$ cat src/rtl/audio_pkg.sv
// audio_pkg: shared sample types and reader FSM states for the sample buffer reader.
package audio_pkg;
  localparam int SAMPLE_W = 24;
  typedef logic signed [SAMPLE_W-1:0] sample_t;
  typedef logic [SAMPLE_W-1:0] mag_t;
  typedef enum logic [1:0] {IDLE, FETCH, WAIT, PRESENT} rdr_state_t;
endpackage

$ cat src/rtl/sample_buf_reader_if.sv
// sample_buf_reader_if: buffer request, RAM read port, sample stream and status of the reader.
interface sample_buf_reader_if #(
  parameter int DEPTH = 16,
  parameter int OVR_W = 8
);
  import audio_pkg::*;
  logic buf_ready_i;
  logic buf_sel_i;
  logic rd_en_o;
  logic [$clog2(2*DEPTH)-1:0] rd_addr_o;
  sample_t rd_data_i;
  sample_t sample_o;
  logic sample_valid_o;
  logic sample_last_o;
  logic sample_ready_i;
  logic busy_o;
  logic [OVR_W-1:0] overrun_o;
  mag_t peak_o;
  logic peak_valid_o;
  modport slave (
    input buf_ready_i, buf_sel_i, rd_data_i, sample_ready_i,
    output rd_en_o, rd_addr_o, sample_o, sample_valid_o, sample_last_o, busy_o, overrun_o, peak_o, peak_valid_o
  );
  modport master (
    output buf_ready_i, buf_sel_i, rd_data_i, sample_ready_i,
    input rd_en_o, rd_addr_o, sample_o, sample_valid_o, sample_last_o, busy_o, overrun_o, peak_o, peak_valid_o
  );
endinterface

$ cat src/rtl/sample_peak_tracker.sv
// sample_peak_tracker: running max of |sample| per buffer, published on a strobe.
module sample_peak_tracker
  import audio_pkg::*;
(
  input  logic    clk_i,
  input  logic    rst_ni,
  input  logic    clr_i,
  input  logic    upd_i,
  input  logic    pub_i,
  input  sample_t sample_i,
  output mag_t    peak_o,
  output logic    peak_valid_o
);
  mag_t mag, run_q;
  // Two's-complement negate keeps |-2^23| as 24'h800000 in the unsigned result
  assign mag = sample_i[SAMPLE_W-1] ? mag_t'(-sample_i) : mag_t'(sample_i);
  always_ff @(posedge clk_i or negedge rst_ni) begin
    if (!rst_ni) begin
      run_q <= '0;
      peak_o <= '0;
      peak_valid_o <= 1'b0;
    end else begin
      if (upd_i) run_q <= (clr_i || mag > run_q) ? mag : run_q;
      if (pub_i) peak_o <= run_q;
      peak_valid_o <= pub_i;
    end
  end
endmodule

$ cat src/rtl/sample_buf_reader.sv
// sample_buf_reader: streams ping-pong buffer halves from a sync RAM to a ready/valid consumer.
// Define SAMPLE_BUF_READER_PEAK_EN to add per-buffer peak magnitude tracking.
module sample_buf_reader
  import audio_pkg::*;
#(
  parameter int DEPTH = 16,
  parameter int OVR_W = 8
) (
  input logic clk_i,
  input logic rst_ni,
  sample_buf_reader_if.slave bus
);
  localparam int IW = $clog2(DEPTH);
  rdr_state_t state_q, state_d;
  logic [IW-1:0] idx_q;
  logic half_q, pend_v_q, pend_sel_q;
  sample_t sample_q;
  logic valid_q, last_q;
  logic [OVR_W-1:0] ovr_q;
  logic xfer, fin;
  always_comb begin
    xfer = state_q == PRESENT && valid_q && bus.sample_ready_i;
    fin = xfer && &idx_q;
    state_d = state_q;
    case (state_q)
      IDLE:    state_d = bus.buf_ready_i ? FETCH : IDLE;
      FETCH:   state_d = WAIT;
      WAIT:    state_d = PRESENT;
      PRESENT: state_d = !xfer ? PRESENT : (fin && !pend_v_q && !bus.buf_ready_i) ? IDLE : FETCH;
      default: state_d = IDLE;
    endcase
  end
  always_ff @(posedge clk_i or negedge rst_ni) begin
    if (!rst_ni) state_q <= IDLE;
    else state_q <= state_d;
  end
  always_ff @(posedge clk_i or negedge rst_ni) begin
    if (!rst_ni) begin
      idx_q <= '0;
      half_q <= 1'b0;
      pend_v_q <= 1'b0;
      pend_sel_q <= 1'b0;
      sample_q <= '0;
      valid_q <= 1'b0;
      last_q <= 1'b0;
      ovr_q <= '0;
    end else begin
      if (state_q == IDLE && bus.buf_ready_i) begin
        half_q <= bus.buf_sel_i;
        idx_q <= '0;
      end
      if (state_q == WAIT) begin
        sample_q <= bus.rd_data_i;
        valid_q <= 1'b1;
        last_q <= &idx_q;
      end
      if (xfer) begin
        valid_q <= 1'b0;
        last_q <= 1'b0;
        idx_q <= idx_q + 1'b1;
      end
      // A request coinciding with the final transfer refills the slot being consumed
      if (fin) begin
        half_q <= pend_v_q ? pend_sel_q : bus.buf_sel_i;
        pend_v_q <= pend_v_q && bus.buf_ready_i;
        pend_sel_q <= bus.buf_sel_i;
      end else if (state_q != IDLE && bus.buf_ready_i) begin
        if (!pend_v_q) begin
          pend_v_q <= 1'b1;
          pend_sel_q <= bus.buf_sel_i;
        end else if (~&ovr_q) begin
          ovr_q <= ovr_q + 1'b1;
        end
      end
    end
  end
  assign bus.rd_en_o = state_q == FETCH;
  assign bus.rd_addr_o = {half_q, idx_q};
  assign bus.sample_o = sample_q;
  assign bus.sample_valid_o = valid_q;
  assign bus.sample_last_o = last_q;
  assign bus.busy_o = state_q != IDLE;
  assign bus.overrun_o = ovr_q;
`ifdef SAMPLE_BUF_READER_PEAK_EN
  sample_peak_tracker u_peak (
    .clk_i        (clk_i),
    .rst_ni       (rst_ni),
    .clr_i        (idx_q == '0),
    .upd_i        (state_q == WAIT),
    .pub_i        (fin),
    .sample_i     (bus.rd_data_i),
    .peak_o       (bus.peak_o),
    .peak_valid_o (bus.peak_valid_o)
  );
`else
  assign bus.peak_o = '0;
  assign bus.peak_valid_o = 1'b0;
`endif
endmodule

$ cat src/flat_wrapper.sv
// flat-port wrapper written by rule: the top's interface ports become plain ports
module sample_buf_reader_flat import audio_pkg::*;
#(
  parameter int DEPTH = 16,
  parameter int OVR_W = 8
)
  (clk_i, rst_ni, bus_buf_ready_i, bus_buf_sel_i, bus_rd_data_i, bus_sample_ready_i, bus_rd_en_o, bus_rd_addr_o, bus_sample_o, bus_sample_valid_o, bus_sample_last_o, bus_busy_o, bus_overrun_o, bus_peak_o, bus_peak_valid_o);
  sample_buf_reader_if #(.DEPTH(DEPTH), .OVR_W(OVR_W)) bus_i ();
  input logic clk_i;
  input logic rst_ni;
  input wire logic [$bits(bus_i.buf_ready_i)-1:0] bus_buf_ready_i;
  input wire logic [$bits(bus_i.buf_sel_i)-1:0] bus_buf_sel_i;
  input wire logic [$bits(bus_i.rd_data_i)-1:0] bus_rd_data_i;
  input wire logic [$bits(bus_i.sample_ready_i)-1:0] bus_sample_ready_i;
  output wire logic [$bits(bus_i.rd_en_o)-1:0] bus_rd_en_o;
  output wire logic [$bits(bus_i.rd_addr_o)-1:0] bus_rd_addr_o;
  output wire logic [$bits(bus_i.sample_o)-1:0] bus_sample_o;
  output wire logic [$bits(bus_i.sample_valid_o)-1:0] bus_sample_valid_o;
  output wire logic [$bits(bus_i.sample_last_o)-1:0] bus_sample_last_o;
  output wire logic [$bits(bus_i.busy_o)-1:0] bus_busy_o;
  output wire logic [$bits(bus_i.overrun_o)-1:0] bus_overrun_o;
  output wire logic [$bits(bus_i.peak_o)-1:0] bus_peak_o;
  output wire logic [$bits(bus_i.peak_valid_o)-1:0] bus_peak_valid_o;
  assign bus_i.buf_ready_i = bus_buf_ready_i;
  assign bus_i.buf_sel_i = bus_buf_sel_i;
  assign bus_i.rd_data_i = bus_rd_data_i;
  assign bus_i.sample_ready_i = bus_sample_ready_i;
  assign bus_rd_en_o = bus_i.rd_en_o;
  assign bus_rd_addr_o = bus_i.rd_addr_o;
  assign bus_sample_o = bus_i.sample_o;
  assign bus_sample_valid_o = bus_i.sample_valid_o;
  assign bus_sample_last_o = bus_i.sample_last_o;
  assign bus_busy_o = bus_i.busy_o;
  assign bus_overrun_o = bus_i.overrun_o;
  assign bus_peak_o = bus_i.peak_o;
  assign bus_peak_valid_o = bus_i.peak_valid_o;
  sample_buf_reader #(.DEPTH(DEPTH), .OVR_W(OVR_W)) u_core (.clk_i(clk_i), .rst_ni(rst_ni), .bus(bus_i));
endmodule
$ cat config.mk
export PLATFORM = sky130hd
export DESIGN_NAME = sample_buf_reader_flat
export DESIGN_NICKNAME = d
export VERILOG_FILES = /design/src/rtl/audio_pkg.sv /design/src/rtl/sample_buf_reader_if.sv /design/src/rtl/sample_peak_tracker.sv /design/src/rtl/sample_buf_reader.sv /design/src/flat_wrapper.sv
export SDC_FILE = /design/constraint.sdc
export NUM_CORES = 1
export LEC_CHECK = 0
export CAP_MARGIN = 20
export CORE_MARGIN = 1
export CORE_UTILIZATION = 40
export CTS_BUF_LIST = sky130_fd_sc_hd__clkbuf_8
export CTS_CLUSTER_SIZE = 25
export DETAILED_ROUTE_END_ITERATION = 8
export DONT_BUFFER_PORTS = 1
export GPL_ROUTABILITY_DRIVEN = 0
export PLACE_DENSITY_LB_ADDON = 0.3
export SETUP_SLACK_MARGIN = 0.05
export SYNTH_ARGS = -nofsm -noshare
export SYNTH_HDL_FRONTEND = slang
export SYNTH_SLANG_ARGS = --single-unit
$ cat constraint.sdc
create_clock -name clk_i -period 1.5 [get_ports clk_i]
set_input_delay 0.075 -clock clk_i [delete_from_list [all_inputs] [get_ports clk_i]]
set_output_delay 0.075 -clock clk_i [all_outputs]
set_load 0.01 [all_outputs]
### After elaboration in Yosys (flattened, before gate mapping)

Cells that the tools add are included.

* latch bits: 0
* register bits after elaboration: 43
* word-level logic and storage cells: 52
* output and inout bits: 66
* bits in read-only memories: 0
* memories kept: 0
* bits in writable memories: 0

* muxes and demuxes: 17
* shift operators: 0
* reductions and logical operators: 19
* bitwise operators: 2
* equal/unequal tests: 3
* div/mod/pow operators: 0
* add/subtract/negate cells: 2
* $lt $le $gt $ge: 0
* multipliers: 0

Operators by type and width (count)
* $mux 1: 13
* $reduce_bool 2->1: 5
* $add 8x1->8 const B: 1
* $logic_and 1x1->1: 8
* $mux 4: 2
* $pmux 2 s4: 1
* $reduce_and 4->1: 2
* $reduce_and 8->1: 1
* $add 4x1->4 const B: 1
* $eq 2x2->1 const B: 2
* $eq 2x1->1 const B: 1
* $logic_not 1->1: 2
* $logic_not 2->1: 1
* $mux 2: 1
* $not 1->1: 2

### Logic depth before layout (Yosys ltp)

Gate-level depths: netlist (run 1).

* depth in word-level cells: 9
* depth in mapped cells: 6
* depth with buffers taken out: 5

### Least setup slack after synthesis (run 1)

OpenSTA, ideal clock, no wires.

* path type: register to register
* from: register u_core.idx_q[0]
* to: register u_core.pend_sel_q
* data required time: 1373 ps
* arrival time: 1473 ps
* library setup time: 127 ps
* slack: -101 ps
* buffers on the path: 1
* stages on the path, launching flop included: 7
* period minus slack after synthesis: 1601 ps
* cells stage by stage: dfrtp_1 ha_1 nand3_1 or2_1 buf_6 o21ai_2 mux2_1

* longest elaborated chain between the ends: 3
* elaborated cells between the ends (all ways): 4

Ends and longest elaborated chain
* start: declaration: line sample_buf_reader.sv:15 `logic [IW-1:0] idx_q;`
* start signal: assignment: line sample_buf_reader.sv:60 `idx_q <= idx_q + 1'b1;`
* $reduce_and 4->1 (*): line sample_buf_reader.sv:23 `fin = xfer && &idx_q;`
* $logic_and 1x1->1 (*): line sample_buf_reader.sv:23
* $mux 1 / $reduce_bool 2->1 (equally long branches)
* end signal: assignment: line sample_buf_reader.sv:66 `pend_sel_q <= bus.buf_sel_i;`
* end signal: assignment: line sample_buf_reader.sv:70 `pend_sel_q <= bus.buf_sel_i;`
* end: declaration: line sample_buf_reader.sv:16 `logic half_q, pend_v_q, pend_sel_q;`

Every way passes the cells marked *; elsewhere a longest branch is shown, timed or not.
A chain may end at the register's enable or synchronous reset.

### Worst setup path after layout (run 1)

Ends and elaborated chain as after synthesis.

==> flow_summary_export.csv, run 1 <==
group,metric,value,unit
outcome,status,"finished clean",
worst_setup_path,crit_path_max_fanout,6,
clock_network,cts_max_level,2,
synthesis,synth_cells,166,
cells_and_area,drive_gt1_share,31.8,%
synthesis,yosysTopAreaCellShare,52.3,%
synthesis,syn_area_per_cell,12.4,sq um
place,dp.cells,244,
drt,vias,1334,
worst_setup_path,crit_arrival,1.61,ns
synthesis,synth_xor_xnor_area_share,3.41,%
worst_setup_path,reg2reg_to,"u_core.pend_sel_q",
synthesis,synth_most_common_cell,"dfrtp_1",
worst_hold_path,hold-path-endpoint,"u_core.idx_q[3]",
drt,wl_per_cell,14.2,um
synthesis,ys_types,36,
power,p_per_area,1710,nW/um^2
timing,timing.final.hold_violations,0,
synthesis,async_flop_share,100,%
synthesis,synth_area,2060,sq um
floorplan,die-area,5430,sq um
timing,skew,0.00737,ns
cells_and_area,postLayoutCoreUtil,54.4,%
drt,firstDrtPassIters,4,
synthesis,muxShareOfSynthArea,14.4,%
power,p_switching,1.54,mW
worst_hold_path,hold_path_depth,2,
synthesis,synth_edf_count,0,
global_route,grt_max_degree,44,
synthesis,synth_compound_area_share,6.08,%
clock_network,clk_pin_slew,0.08,ns
timing,setup_viol,0,
clock_network,cts.sinks,43,
drt,avgViaCountPerCell,4.70,
clock_network,cts_max_path_buffers,2,
power,switching_share,34.2,%
floorplan,core_area,4850,sq um
clock_network,worst_skew_pair.late_latency,0.30,ns
floorplan,die-width,73.7,um
floorplan,die_h,73.7,um
timing,min_period,1.43,ns
timing,rsz0062_at_grt,"true",
worst_setup_path,worstSetupPathType,"flip-flop to flip-flop",
drt,drc_errors,0,
global_route,grt_pass1_wl,6.36,mm
synthesis,ys_seq_elements,43,
worst_setup_path,r2r_slack,0.07,ns
drt,routed_wl,4.03,mm
cells_and_area,nets,247,
synthesis,post_synth_most_frequent_cells,"43 x dfrtp_1, 29 x buf_4, 23 x mux2_2",
power,clock_power_share,21.2,%
power,combPwrFrac,30.5,%
drt,initialDrtViolationCount,24,
synthesis,yosysSeqAreaShare,52.3,%
timing,fmax,700,MHz
cells_and_area,syn2layout_area_growth,28.2,%
global_route,grt.total_usage,16.0,%
synthesis,synthTopCellsByArea,"dfrtp_1 52%, mux2_2 13%, buf_4 11%",
global_route,antenna_found_initial,0,
clock_network,numCtsBuffers,5,
place,detailed_place_hpwl,2.79,mm
cells_and_area,fin_area,2640,sq um
timing,tns,0,ns
floorplan,pin_count,95,
worst_setup_path,cp_data_required_time,1.68,ns
clock_network,root_buffer,"clkbuf_8",
synthesis,synth_area_leader_cell,"dfrtp_1",
worst_hold_path,hold_class,"primary input to flip-flop",
power,p_seq_share,48.4,%
worst_hold_path,holdCritStartpoint,"bus_sample_ready_i",
global_route,grt-ovfl-total,0,
power,ir_drop,1.01,mV
synthesis,synth_flop_cell,"dfrtp_1",
floorplan,initial_core_util,42.4,%
place,placed_area,2160,sq um
clock_network,cts_tree,"yes",
place,io_buffers,0,
power,p_int,2.97,mW
drt,ant_nets,0,
synthesis,ys.warnings.count,0,
global_route,grt_pass1_vias,1387,
worst_setup_path,cp-start-kind,"flip-flop",
cells_and_area,finalNonFillerCells,284,
timing,drv_slew,0,
floorplan,rows,25,
worst_setup_path,r2r-start,"u_core.idx_q[0]",
power,p_leak,1.16,nW
worst_setup_path,end_kind,"flip-flop",
power,p_total,4.51,mW
cells_and_area,diodes,0,
synthesis,yosys.area_share.adder,1.22,%
synthesis,synth-simple-area-share,10.4,%
worst_setup_path,reg2reg_depth,5,
timing,period_share,95.2,%
flow_run,cap_viol_max_count,0,
synthesis,synth_top_family_by_area,"multiplexers",
## power by group through the flow
stage	sequential, mW	combinational, mW	clock [mW]
2_1_floorplan	2.24	0.763	0
3_3_place_gp	2.17	1.17	0
3_5_place_dp	2.19	1.23	0
4_1_cts	2.19	1.36	0.983
5_1_grt	2.24	1.52	1.03
6_report	2.18	1.38	0.955
## layout make-up
| cell class | count | area, sq um |
|---|---|---|
| clock buffers | 6 | 82.6 |
| clock inverters | 2 | 38.8 |
| fillers | 430 | 2210 |
| inverters | 2 | 7.51 |
| multi-input cells | 113 | 870 |
| flip-flops and latches | 43 | 1080 |
| well taps | 67 | 83.8 |
| repair buffers | 51 | 478 |
## kinds of logic (layout without fill, tap and decap cells)
| kind of cell | after synthesis | after routing |
|---|---|---|
| AOI/OAI and AO/OA | 17 | 17 |
| xor gates and xnor gates | 8 | 8 |
| adders and majority gates | 2 | 2 |
| buffers and inverters | 34 | 61 |
| DFF | 43 | 43 |
| muxes | 26 | 26 |
| other | 1 | 25 |
| and+or+nand+nor | 35 | 35 |
## state kept, by name, indices dropped and copies added, names as in the netlist
signal	flops
u_core.bus.sample_valid_o	1
u_core.bus.overrun_o	8
u_core.idx_q	4
u_core.pend_v_q	1
u_core.pend_sel_q	1
u_core.state_q	2
u_core.bus.sample_last_o	1
u_core.half_q	1
u_core.bus.sample_o	24
## cells in the final DEF, fill, tap and decap left out, types with 2 or more instances in the layout
master	synthesis	routed
a21oi_1	3	3
buf_12	0	2
buf_4	29	21
clkbuf_8	0	6
conb_1	1	25
dfrtp_1	43	42
dlygate4sd3_1	0	28
inv_1	2	2
mux2_1	2	2
mux2_2	23	23
nand2_1	8	8
nand2b_1	2	2
nand3_1	4	3
nand4_1	2	2
nor2_1	6	4
nor2_4	0	2
nor3b_1	3	3
o21ai_0	6	6
xor2_1	8	8
## through the flow
stage / hold slack, ns / worst slack, ns
after global placement: -0.220 / 0.0484
after detailed placement: -0.220 / -0.0406
final: 0.0188 / 0.0713
after global routing: 0.0215 / 0.0216
after floorplan: -0.221 / -0.0716
after CTS: 0.0107 / 0.0577
## repair_timing
action,in CTS,in global routing
setup endpoints to repair,7,27
hold buffers,29,0
endpoints found under the hold margin,72,0
resized for setup,6,1
setup buffers,1,2
pin swaps,2,2
## layer usage
layer  vias up  track usage [%]  share of wire (%)
met5         -                0                  0
met4         0             5.98                1.5
met3         6             5.90                7.3
met2        53             27.9                 54
met1       652             17.7                 37
li1        623                -                  -
## worst max-delay path by stage
| stage | startpoint | endpoint | slack, ns |
|---|---|---|---|
| 2_1_floorplan | u_core.idx_q[0] | u_core.pend_sel_q | -0.07 |
| 4_1_cts | u_core.idx_q[0] | u_core.bus.overrun_o[1] | 0.06 |
| 3_5_place_dp | u_core.state_q[1] | u_core.pend_sel_q | -0.04 |
| 5_1_grt | u_core.idx_q[0] | u_core.bus.overrun_o[1] | 0.02 |
| 6_report | u_core.idx_q[0] | u_core.pend_sel_q | 0.07 |
| 3_3_place_gp | u_core.state_q[1] | u_core.pend_sel_q | 0.05 |
## critical path, stage by stage, from the launching register on
cell     delay, ns
dfrtp_1       0.41
ha_4          0.17
nand3_4       0.08
or2_4         0.27
o21ai_2       0.06
mux2_1        0.33
No activity file was read; power rests on OpenSTA's default activity.
==> run 2: changes to the inputs <==
- BUFFER_PORTS_ARGS: unset -> -buffer_cell sky130_fd_sc_hd__buf_4
- DONT_BUFFER_PORTS: 1 -> unset
- clock period: 1.5 -> 1.7 ns (I/O delays scaled with it)
==> run 2 against run 1 <==
  * Sequential share of layout area up 0.089 points
  * Hold slack worse by 0.0039 ns
  * Clock power down 38%
  * Clock skew down 0.0055 ns
==> flow_summary_export.csv, run 2 (synthesis gave the netlist of run 1 again) <==
group,metric,value,unit
outcome,status,"finished clean",
drt,firstDrtPassIters,4,
cells_and_area,num-fill-cells,447,
cells_and_area,nets,267,
worst_setup_path,slowest_stage,"dfrtp_1",
cells_and_area,regArea,1080,sq um
global_route,grt.total_usage,15.0,%
timing,timing.final.hold_violations,0,
worst_setup_path,crit_arrival,1.71,ns
floorplan,rows,25,
cells_and_area,drive_gt1_share,47.2,%
global_route,antenna_found_initial,0,
worst_setup_path,cp_data_required_time,1.87,ns
floorplan,die-area,5430,sq um
worst_setup_path,crit_buf_inv,0,
place,io_buffers,69,
clock_network,cts.sinks,43,
worst_setup_path,worstPathCellList,"ha_1 > nand3_2 > o21ai_4 > nor2_2 > mux2_4",
power,p_per_area,1540,nW/um^2
floorplan,core_area,4850,sq um
clock_network,numCtsBuffers,5,
worst_setup_path,cp_top_family,"flip-flops",
floorplan,die-width,73.7,um
worst_setup_path,cpPeakStageDelay,0.40,ns
worst_setup_path,r2r-start,"u_core.idx_q[0]",
timing,min_period,1.54,ns
clock_network,cts_tree,"yes",
global_route,grt_max_degree,44,
drt,wl_met1,1.60,mm
global_route,grt_pass1_wl,6.04,mm
drt,drc_errors,0,
drt,wl_per_cell,12.7,um
worst_hold_path,hold_path_depth,2,
floorplan,die_h,73.7,um
drt,routed.top_layer,"met4",
timing,tns,0,ns
timing,setup_viol,0,
floorplan,initial_core_util,42.4,%
worst_setup_path,worstSetupPathType,"flip-flop to flip-flop",
worst_setup_path,reg2reg_depth,5,
worst_setup_path,end_kind,"flip-flop",
clock_network,root_buffer,"clkbuf_8",
drt,avgViaCountPerCell,4.53,
cells_and_area,largest_reg_flops,24,
cells_and_area,multi_input_area,837,sq um
worst_setup_path,cp.depth,5,
timing,fmax,651,MHz
timing,worstMarginPinSlew,0.549,ns
flow_run,cap_viol_max_count,0,
timing,period_share,90.4,%
power,ir_drop,0.868,mV
timing,drv_slew,0,
worst_setup_path,cp-startpoint,"u_core.idx_q[0]",
drt,ant_nets,0,
timing,skew,0.00184,ns
clock_network,cts_max_path_buffers,2,
clock_network,cts_max_level,2,
place,detailed_place_hpwl,2.78,mm
drt,initialDrtViolationCount,49,
global_route,grt_pass1_vias,1349,
timing,rsz0062_at_grt,"false",
clock_network,post-cts-setup-buffers,0,
cells_and_area,syn2layout_area_growth,27.8,%
worst_hold_path,holdCritStartpoint,"bus_rd_data_i[17]",
cells_and_area,mostFrequentLayoutCells,"69 x buf_4, 43 x dfrtp_1, 25 x conb_1",
drt,wl_met2,1.94,mm
drt,vias,1368,
timing,slew_headroom,63.4,%
power,p_leak,1.24,nW
clock_network,clk_pin_slew,0.08,ns
floorplan,pin_count,95,
cells_and_area,postLayoutCoreUtil,54.2,%
worst_setup_path,cp-start-kind,"flip-flop",
drt,route.met3.wl,246,um
cells_and_area,layout_commonest_cell,"buf_4",
worst_hold_path,hold_class,"primary input to flip-flop",
drt,routed_wl,3.82,mm
cells_and_area,diodes,0,
worst_setup_path,crit_path_max_fanout,7,
clock_network,worst_skew_pair.late_latency,0.28,ns
global_route,grt-ovfl-total,0,
## run 2: final timing paths
kind | end | slack (ns)
worst max-delay path | u_core.bus.overrun_o[1] | 0.16
worst min-delay path | u_core.bus.sample_o[17] | 0.01
worst max register to register | u_core.bus.overrun_o[1] | 0.16
worst min register to register | u_core.bus.sample_o[17] | 0.49
max in group asynchronous | u_core.bus.sample_o[4] | 1.00
min in group asynchronous | u_core.bus.sample_o[14] | 0.32
## run 2: layer usage
layer	GRT usage, %	up-vias
li1	-	656
met1	17.3	655
met2	25.3	53
met3	5.76	4
met4	5.77	0
met5	0	-
## run 2: where the power goes
part | leakage, nW | switching (mW) | total [mW] | internal [mW]
clock | 0.0361 | 0.322 | 0.595 | 0.273
combinational | 0.696 | 0.675 | 1.64 | 0.961
sequential | 0.512 | 0.342 | 1.80 | 1.46
total | 1.24 | 1.34 | 4.04 | 2.70
## run 2: timing repair
item,in CTS,in global routing
setup endpoints to repair,0,4
hold buffers,1,0
hold endpoints to repair,43,0
resized for setup,0,3
## run 2: per-stage QoR
step	instance area (sq um)	instances	total power [mW]	hold slack, ns	setup WS [ns]
2_1_floorplan	2150	190	2.64	-0.211	0.0990
3_3_place_gp	2530	295	3.43	0.113	0.128
3_5_place_dp	2530	295	3.48	0.113	0.0988
4_1_cts	2620	302	4.10	0.00307	0.0808
5_1_grt	2630	302	4.31	0.00216	0.0499
6_report	2630	302	4.04	0.0149	0.163
## run 2: area by class of cell
type	count	share of cell area (%)
Clock inverter	1	0.286
Inverter	2	0.286
Tap cell	67	3.19
Clock buffer	5	2.62
Multi-Input combinational cell	113	31.8
Sequential cell	43	40.9
Timing Repair Buffer	71	20.8
